--- config.mk ---
export PLATFORM = sky130hd
export DESIGN_NAME = div_flat
export DESIGN_NICKNAME = d
export VERILOG_FILES = /design/src/rtl/div_pkg.sv /design/src/rtl/div_if.sv /design/src/rtl/div_step.sv /design/src/rtl/div.sv /design/src/flat_wrapper.sv
export SDC_FILE = /design/constraint.sdc
export NUM_CORES = 1
export LEC_CHECK = 0
export BUFFER_PORTS_ARGS = -buffer_cell sky130_fd_sc_hd__buf_2
export CORE_MARGIN = 8
export CORE_UTILIZATION = 44
export CTS_BUF_LIST = sky130_fd_sc_hd__clkbuf_16
export CTS_CLUSTER_DIAMETER = 100
export DETAILED_ROUTE_END_ITERATION = 8
export PLACE_DENSITY = 0.75
export SLEW_MARGIN = 20
export SYNTH_ARGS = -nofsm -noshare
export SYNTH_HDL_FRONTEND = slang
export SYNTH_SLANG_ARGS = --single-unit
--- constraint.sdc ---
create_clock -name clk_i -period 5.25 [get_ports clk_i]
set_input_delay 0.525 -clock clk_i [delete_from_list [all_inputs] [get_ports clk_i]]
set_output_delay 0.525 -clock clk_i [all_outputs]
set_load 0.02 [all_outputs]
--- src/rtl/div_pkg.sv ---
// Shared definitions for the sequential restoring divider: FSM encoding,
// default widths and the cycle-counter width helper.
package div_pkg;

  typedef enum logic {
    IDLE = 1'b0,
    WORK = 1'b1
  } state_t;

  localparam int unsigned A_WIDTH_DEF = 16;
  localparam int unsigned B_WIDTH_DEF = 8;

  // Counter must reach A_WIDTH-1 with a spare bit of headroom.
  function automatic int unsigned cnt_width(input int unsigned a_width);
    return $clog2(a_width) + 1;
  endfunction

endpackage

--- src/rtl/div_if.sv ---
// Start/busy handshake and result bus of the divider, shared with the
// multiplier harness.
interface div_if
  import div_pkg::*;
#(
  parameter int unsigned A_WIDTH = A_WIDTH_DEF,
  parameter int unsigned B_WIDTH = B_WIDTH_DEF
);

  logic [A_WIDTH-1:0] a_bi;
  logic [B_WIDTH-1:0] b_bi;
  logic               start_i;
  logic               busy_o;
  logic [A_WIDTH-1:0] q_bo;
  logic [B_WIDTH-1:0] r_bo;
  logic               dz_o;

  modport master (
    output a_bi, b_bi, start_i,
    input  busy_o, q_bo, r_bo, dz_o
  );

  modport slave (
    input  a_bi, b_bi, start_i,
    output busy_o, q_bo, r_bo, dz_o
  );

endinterface

--- src/rtl/div_step.sv ---
// One restoring-division step: compare the shifted partial remainder
// against the divisor and subtract when it fits.
module div_step #(
  parameter int unsigned B_WIDTH = 8
) (
  input  logic [B_WIDTH:0]   rem_i,
  input  logic [B_WIDTH-1:0] div_i,
  output logic [B_WIDTH-1:0] rem_o,
  output logic               qbit_o
);

  // The result is always below the divisor, so it fits in B_WIDTH bits.
  always_comb begin
    qbit_o = (rem_i >= {1'b0, div_i});
    rem_o  = qbit_o ? B_WIDTH'(rem_i - {1'b0, div_i}) : rem_i[B_WIDTH-1:0];
  end

endmodule

--- src/rtl/div.sv ---
// Sequential restoring divider: one quotient bit per clock, start/busy
// handshake, results held until the next completion or reset.
module div
  import div_pkg::*;
#(
  parameter int unsigned A_WIDTH = A_WIDTH_DEF,
  parameter int unsigned B_WIDTH = B_WIDTH_DEF
) (
  input  logic clk_i,
  input  logic rst_i,
  div_if.slave bus
);

  localparam int unsigned CNT_W = cnt_width(A_WIDTH);

  state_t             state_q, state_d;
  logic [A_WIDTH-1:0] a_q, a_d;
  logic [B_WIDTH-1:0] d_q, d_d;
  logic [B_WIDTH-1:0] r_q, r_d;
  logic [CNT_W-1:0]   cnt_q, cnt_d;
  logic               dz_q, dz_d;
  logic               busy_q, busy_d;
  logic [A_WIDTH-1:0] q_q, q_d;
  logic [B_WIDTH-1:0] rem_q, rem_d;
  logic               dzo_q, dzo_d;

  logic [B_WIDTH-1:0] step_rem;
  logic               step_qbit;
  logic               last_bit;

  assign last_bit = (cnt_q == CNT_W'(A_WIDTH - 1));

  // Dividend MSB shifts into the partial remainder; quotient bits refill a_q.
  div_step #(.B_WIDTH(B_WIDTH)) u_step (
    .rem_i  ({r_q, a_q[A_WIDTH-1]}),
    .div_i  (d_q),
    .rem_o  (step_rem),
    .qbit_o (step_qbit)
  );

  always_ff @(posedge clk_i or posedge rst_i) begin
    if (rst_i) state_q <= IDLE;
    else       state_q <= state_d;
  end

  always_comb begin
    state_d = state_q;
    case (state_q)
      IDLE:    if (bus.start_i)       state_d = WORK;
      WORK:    if (dz_q || last_bit)  state_d = IDLE;
      default:                        state_d = IDLE;
    endcase
  end

  always_comb begin
    a_d    = a_q;
    d_d    = d_q;
    r_d    = r_q;
    cnt_d  = cnt_q;
    dz_d   = dz_q;
    q_d    = q_q;
    rem_d  = rem_q;
    dzo_d  = dzo_q;
    busy_d = (state_d == WORK);
    case (state_q)
      IDLE: begin
        if (bus.start_i) begin
          a_d   = bus.a_bi;
          d_d   = bus.b_bi;
          r_d   = '0;
          cnt_d = '0;
          dz_d  = (bus.b_bi == '0);
        end
      end
      WORK: begin
        if (dz_q) begin
          // Divide-by-zero: saturated quotient, low dividend bits as remainder.
          q_d   = '1;
          rem_d = a_q[B_WIDTH-1:0];
          dzo_d = 1'b1;
          dz_d  = 1'b0;
        end else begin
          a_d   = {a_q[A_WIDTH-2:0], step_qbit};
          r_d   = step_rem;
          cnt_d = cnt_q + CNT_W'(1);
          if (last_bit) begin
            q_d   = {a_q[A_WIDTH-2:0], step_qbit};
            rem_d = step_rem;
            dzo_d = 1'b0;
          end
        end
      end
      default: ;
    endcase
  end

  always_ff @(posedge clk_i or posedge rst_i) begin
    if (rst_i) begin
      a_q    <= '0;
      d_q    <= '0;
      r_q    <= '0;
      cnt_q  <= '0;
      dz_q   <= 1'b0;
      busy_q <= 1'b0;
      q_q    <= '0;
      rem_q  <= '0;
      dzo_q  <= 1'b0;
    end else begin
      a_q    <= a_d;
      d_q    <= d_d;
      r_q    <= r_d;
      cnt_q  <= cnt_d;
      dz_q   <= dz_d;
      busy_q <= busy_d;
      q_q    <= q_d;
      rem_q  <= rem_d;
      dzo_q  <= dzo_d;
    end
  end

  assign bus.busy_o = busy_q;
  assign bus.q_bo   = q_q;
  assign bus.r_bo   = rem_q;
  assign bus.dz_o   = dzo_q;

endmodule

--- src/flat_wrapper.sv ---
// flat-port wrapper written by rule: the top's interface ports become plain ports
module div_flat import div_pkg::*;
#(
  parameter int unsigned A_WIDTH = A_WIDTH_DEF,
  parameter int unsigned B_WIDTH = B_WIDTH_DEF
)
  (clk_i, rst_i, bus_a_bi, bus_b_bi, bus_start_i, bus_busy_o, bus_q_bo, bus_r_bo, bus_dz_o);
  div_if #(.A_WIDTH(A_WIDTH), .B_WIDTH(B_WIDTH)) bus_i ();
  input  logic clk_i;
  input  logic rst_i;
  input wire logic [$bits(bus_i.a_bi)-1:0] bus_a_bi;
  input wire logic [$bits(bus_i.b_bi)-1:0] bus_b_bi;
  input wire logic [$bits(bus_i.start_i)-1:0] bus_start_i;
  output wire logic [$bits(bus_i.busy_o)-1:0] bus_busy_o;
  output wire logic [$bits(bus_i.q_bo)-1:0] bus_q_bo;
  output wire logic [$bits(bus_i.r_bo)-1:0] bus_r_bo;
  output wire logic [$bits(bus_i.dz_o)-1:0] bus_dz_o;
  assign bus_i.a_bi = bus_a_bi;
  assign bus_i.b_bi = bus_b_bi;
  assign bus_i.start_i = bus_start_i;
  assign bus_busy_o = bus_i.busy_o;
  assign bus_q_bo = bus_i.q_bo;
  assign bus_r_bo = bus_i.r_bo;
  assign bus_dz_o = bus_i.dz_o;
  div #(.A_WIDTH(A_WIDTH), .B_WIDTH(B_WIDTH)) u_core (.clk_i(clk_i), .rst_i(rst_i), .bus(bus_i));
endmodule
==> impl_metrics.toml <==
[clock_network]
cts_buffers = 9
clock_latency_ns = 0.34
cts.hold.buffers_added = 0
clk_pin_slew_ns = 0.06
cts_root_buf = "clkbuf_16"
cts.sinks = 64
htree_levels = 3
cts_resized = 0
cts_buffer_depth = 2
cts_tree = "built"
cts_setup_buffers = 0

[drt]
antenna_left = 0
drt_iter0_markers = 79
wire_per_inst_um = 16.3
wl_mm = 7.38
vias_per_cell = 5.44
drt-pass1-iter-count = 4
drc = 0
vias = 2464

[sta]
fin_crit_ns = 2.52
rsz0062_at_grt = "no"
max_slew_margin_pct = 37.2
setup_ws_ns = 2.73
tns_ns = 0
timing.final.crit_share_pct = 48.0
timing.fmax_mhz = 397
finalHoldViolations = 0
fin_worst_skew_ns = 0.00686
tightest_slew_ns = 0.940
setup_viol = 0
drv_slew = 0

[worst_setup_path]
setup.worst_path.start_class = "flop"
path_class = "reg2reg"
crit_start = "u_core.r_q[5]$_DFFE_PP0P_"
crit_family = "compound AO/OA/AOI/OAI gates"
worst-path-stages = 6
cpMaxStageDelayCell = "a41oi_2"
r2r_setup_slack_ns = 2.73
cp_slowest_stage_delay_ns = 0.57
arrival_ns = 2.70
critPathBufInv = 0
reg2reg_from = "u_core.r_q[5]$_DFFE_PP0P_"
crit_end = "u_core.bus.r_bo[2]$_DFFE_PP0P_"
r2r_cells = 6
path_cells = "ha_1 -> a21o_1 -> a211o_1 -> a41oi_2 -> mux2i_1 -> o22ai_1"
cp_data_required_time_ns = 5.43
cp-end-kind = "flop"
reg2reg_to = "u_core.bus.r_bo[2]$_DFFE_PP0P_"
crit_fanout = 10

[status]
status = "finished clean"

[floorplan]
start_util_pct = 45.5
core_um2 = 6790
row_count = 30
die_w_um = 99.8
fp.dieArea_um2 = 9970
fp.dieH_um = 99.8
io_pins = 53

[global_routing]
grt-ovfl-total = 0
top_usage_layer = "met2"
met2_usage_pct = 23.4
grtUsageMet1_pct = 20.1
grt_pass1_wl_mm = 12.5
antenna_found_initial = 0
track_usage_pct = 15.9
grt_max_degree = 65
grt_pass1_vias = 2558
grt_util_met3_pct = 5.74

[yosys]
synth-compound-area-share_pct = 19.6
synth_warnings = 0
synth.cell_area_um2 = 3090
synth-xor-area-share_pct = 0.850
synth_top_family_by_area = "compound AO/OA/AOI/OAI gates"
async_flop_share_pct = 100
synthAdderAreaFrac_pct = 4.69
synth-simple-area-share_pct = 11.4
synth_fp_nets = 341
syn-mean-instance-area_um2 = 10.2
synth-edff-count = 0
post_synth_mux_area_share_pct = 7.61
yosys.area.top_type = "dfrtp_1"
ys.flop_type = "dfrtp_1"
synth_top_area_share_pct = 51.8
synth_area_leaders = "dfrtp_1 (52%), mux2i_1 (7.1%), nand2_1 (5.0%)"
synth_seq_cells = 64
netlist_instances = 303
synthDistinctLibCells = 43
synth-seq-area-share_pct = 51.8

[placement]
gp_congestion = 0.823
place_inst = 437
dp_hpwl_mm = 5.06
pre_cts_slack_ns = 2.72
port-buffer-count = 52

[power_and_ir_drop]
vdd_ir_drop_max_v = 0.000363
p_leak_nw = 1.70
power_density_nw_per_um2 = 771

[cells_and_area]
syn2layout_area_growth_pct = 20.3
fin_nets = 390
drive_gt1_share_pct = 21.8
antenna-diode-count = 0
fin_cells = 453
fill_cells = 591

[job]
maxCapViolCount = 0

[hold_path]
min_path_type = "in2reg"
## stage by stage
step	instance area, µm²	hold WS (ns)	utilization (%)	power (mW)
after floorplan	3090	0.449	-	1.92
after detailed placement	3420	0.473	50.4	2.26
after CTS	3720	0.403	54.8	2.88
after global routing	3720	0.421	54.8	3.08
after global placement	3420	0.466	50.4	2.21
final	3720	0.412	54.8	2.87
## kinds of logic (layout without fill, tap and decap cells)
group / Yosys count / count (layout)
AO/OA/AOI/OAI: 95 / 95
XOR/XNOR: 3 / 3
adder cells (fa/ha/maj): 11 / 11
buffers and inverters: 30 / 84
flip-flops: 64 / 64
multiplexers: 23 / 23
AND/OR/NAND/NOR: 77 / 77
## worst min-delay path: stages
cell,delay (ns)
buf_2,0.09
nand2_1,0.05
nand2_1,0.05
## power by group
| part | total (mW) | leakage, nW | internal (mW) | switching [mW] |
|---|---|---|---|---|
| combinational | 1.35 | 0.822 | 0.567 | 0.784 |
| sequential | 0.923 | 0.741 | 0.752 | 0.171 |
| clock | 0.595 | 0.141 | 0.367 | 0.228 |
## registers in the layout, summed over array words and instances (netlist names)
register / cells
u_core.bus.dz_o: 1
u_core.dz_q: 1
u_core.a_q: 16
u_core.d_q: 8
u_core.r_q: 8
u_core.state_q: 1
u_core.bus.r_bo: 8
u_core.cnt_q: 5
u_core.bus.q_bo: 16
## cells in the final DEF, fill, tap and decap left out, drive strengths merged, types with 2 or more instances in the layout
master	netlist	layout
clkinvlp	0	2
buf	7	55
xnor2	2	2
clkbuf	10	9
nand3	2	2
a21o	2	2
o21a	4	4
inv	13	13
nor2b	5	5
a21oi	15	15
nand2	41	41
nand2b	4	4
nor2	13	13
nand3b	5	5
o22a	15	15
o211ai	2	2
mux2i	22	22
nor4	2	2
o21ai	44	44
clkinv	0	4
o22ai	5	5
ha	10	10
dfrtp	64	64
## final cells by class
type	instances	area (µm²)	share of cell area, %
Timing Repair Buffer	55	283	7.60
Sequential cell	64	1600	43.1
Multi-Input combinational cell	209	1370	36.8
Clock inverter	7	72.6	1.95
Tap cell	96	120	3.23
Clock buffer	9	225	6.05
Inverter	13	48.8	1.31
## synthesized netlist by cell type, types with 4 or more instances
library cell and instances:
dfrtp_1 64, nand2_1 41, mux2i_1 22, o21ai_1 22, o21ai_0 21, a21oi_1 15, o22a_1 15, inv_1 13
nor2_1 13, clkbuf_1 10, ha_1 10, nand3b_1 5, nor2b_1 5, buf_2 4, nand2b_1 4, o21a_1 4
o22ai_1 4
## routing by layer
metal | part of all wire (%) | up-vias
li1 | - | 1184
met1 | 46 | 1194
met2 | 44 | 75
met3 | 7.9 | 11
met4 | 1.9 | 0
met5 | 0 | -
## worst min-delay path by stage
stage                                         startpoint  cells after the start                        endpoint
after floorplan              u_core.cnt_q[3]$_DFFE_PP0P_                      1     u_core.cnt_q[3]$_DFFE_PP0P_
after global placement    u_core.bus.q_bo[2]$_DFFE_PP0P_                      1  u_core.bus.q_bo[2]$_DFFE_PP0P_
after detailed placement       u_core.d_q[0]$_DFFE_PP0P_                      2       u_core.d_q[0]$_DFFE_PP0P_
after CTS                                    bus_b_bi[0]                      3       u_core.d_q[0]$_DFFE_PP0P_
after global routing                         bus_b_bi[0]                      3       u_core.d_q[0]$_DFFE_PP0P_
final                                        bus_b_bi[0]                      3       u_core.d_q[0]$_DFFE_PP0P_
No activity file was read; power rests on OpenSTA's default activity.
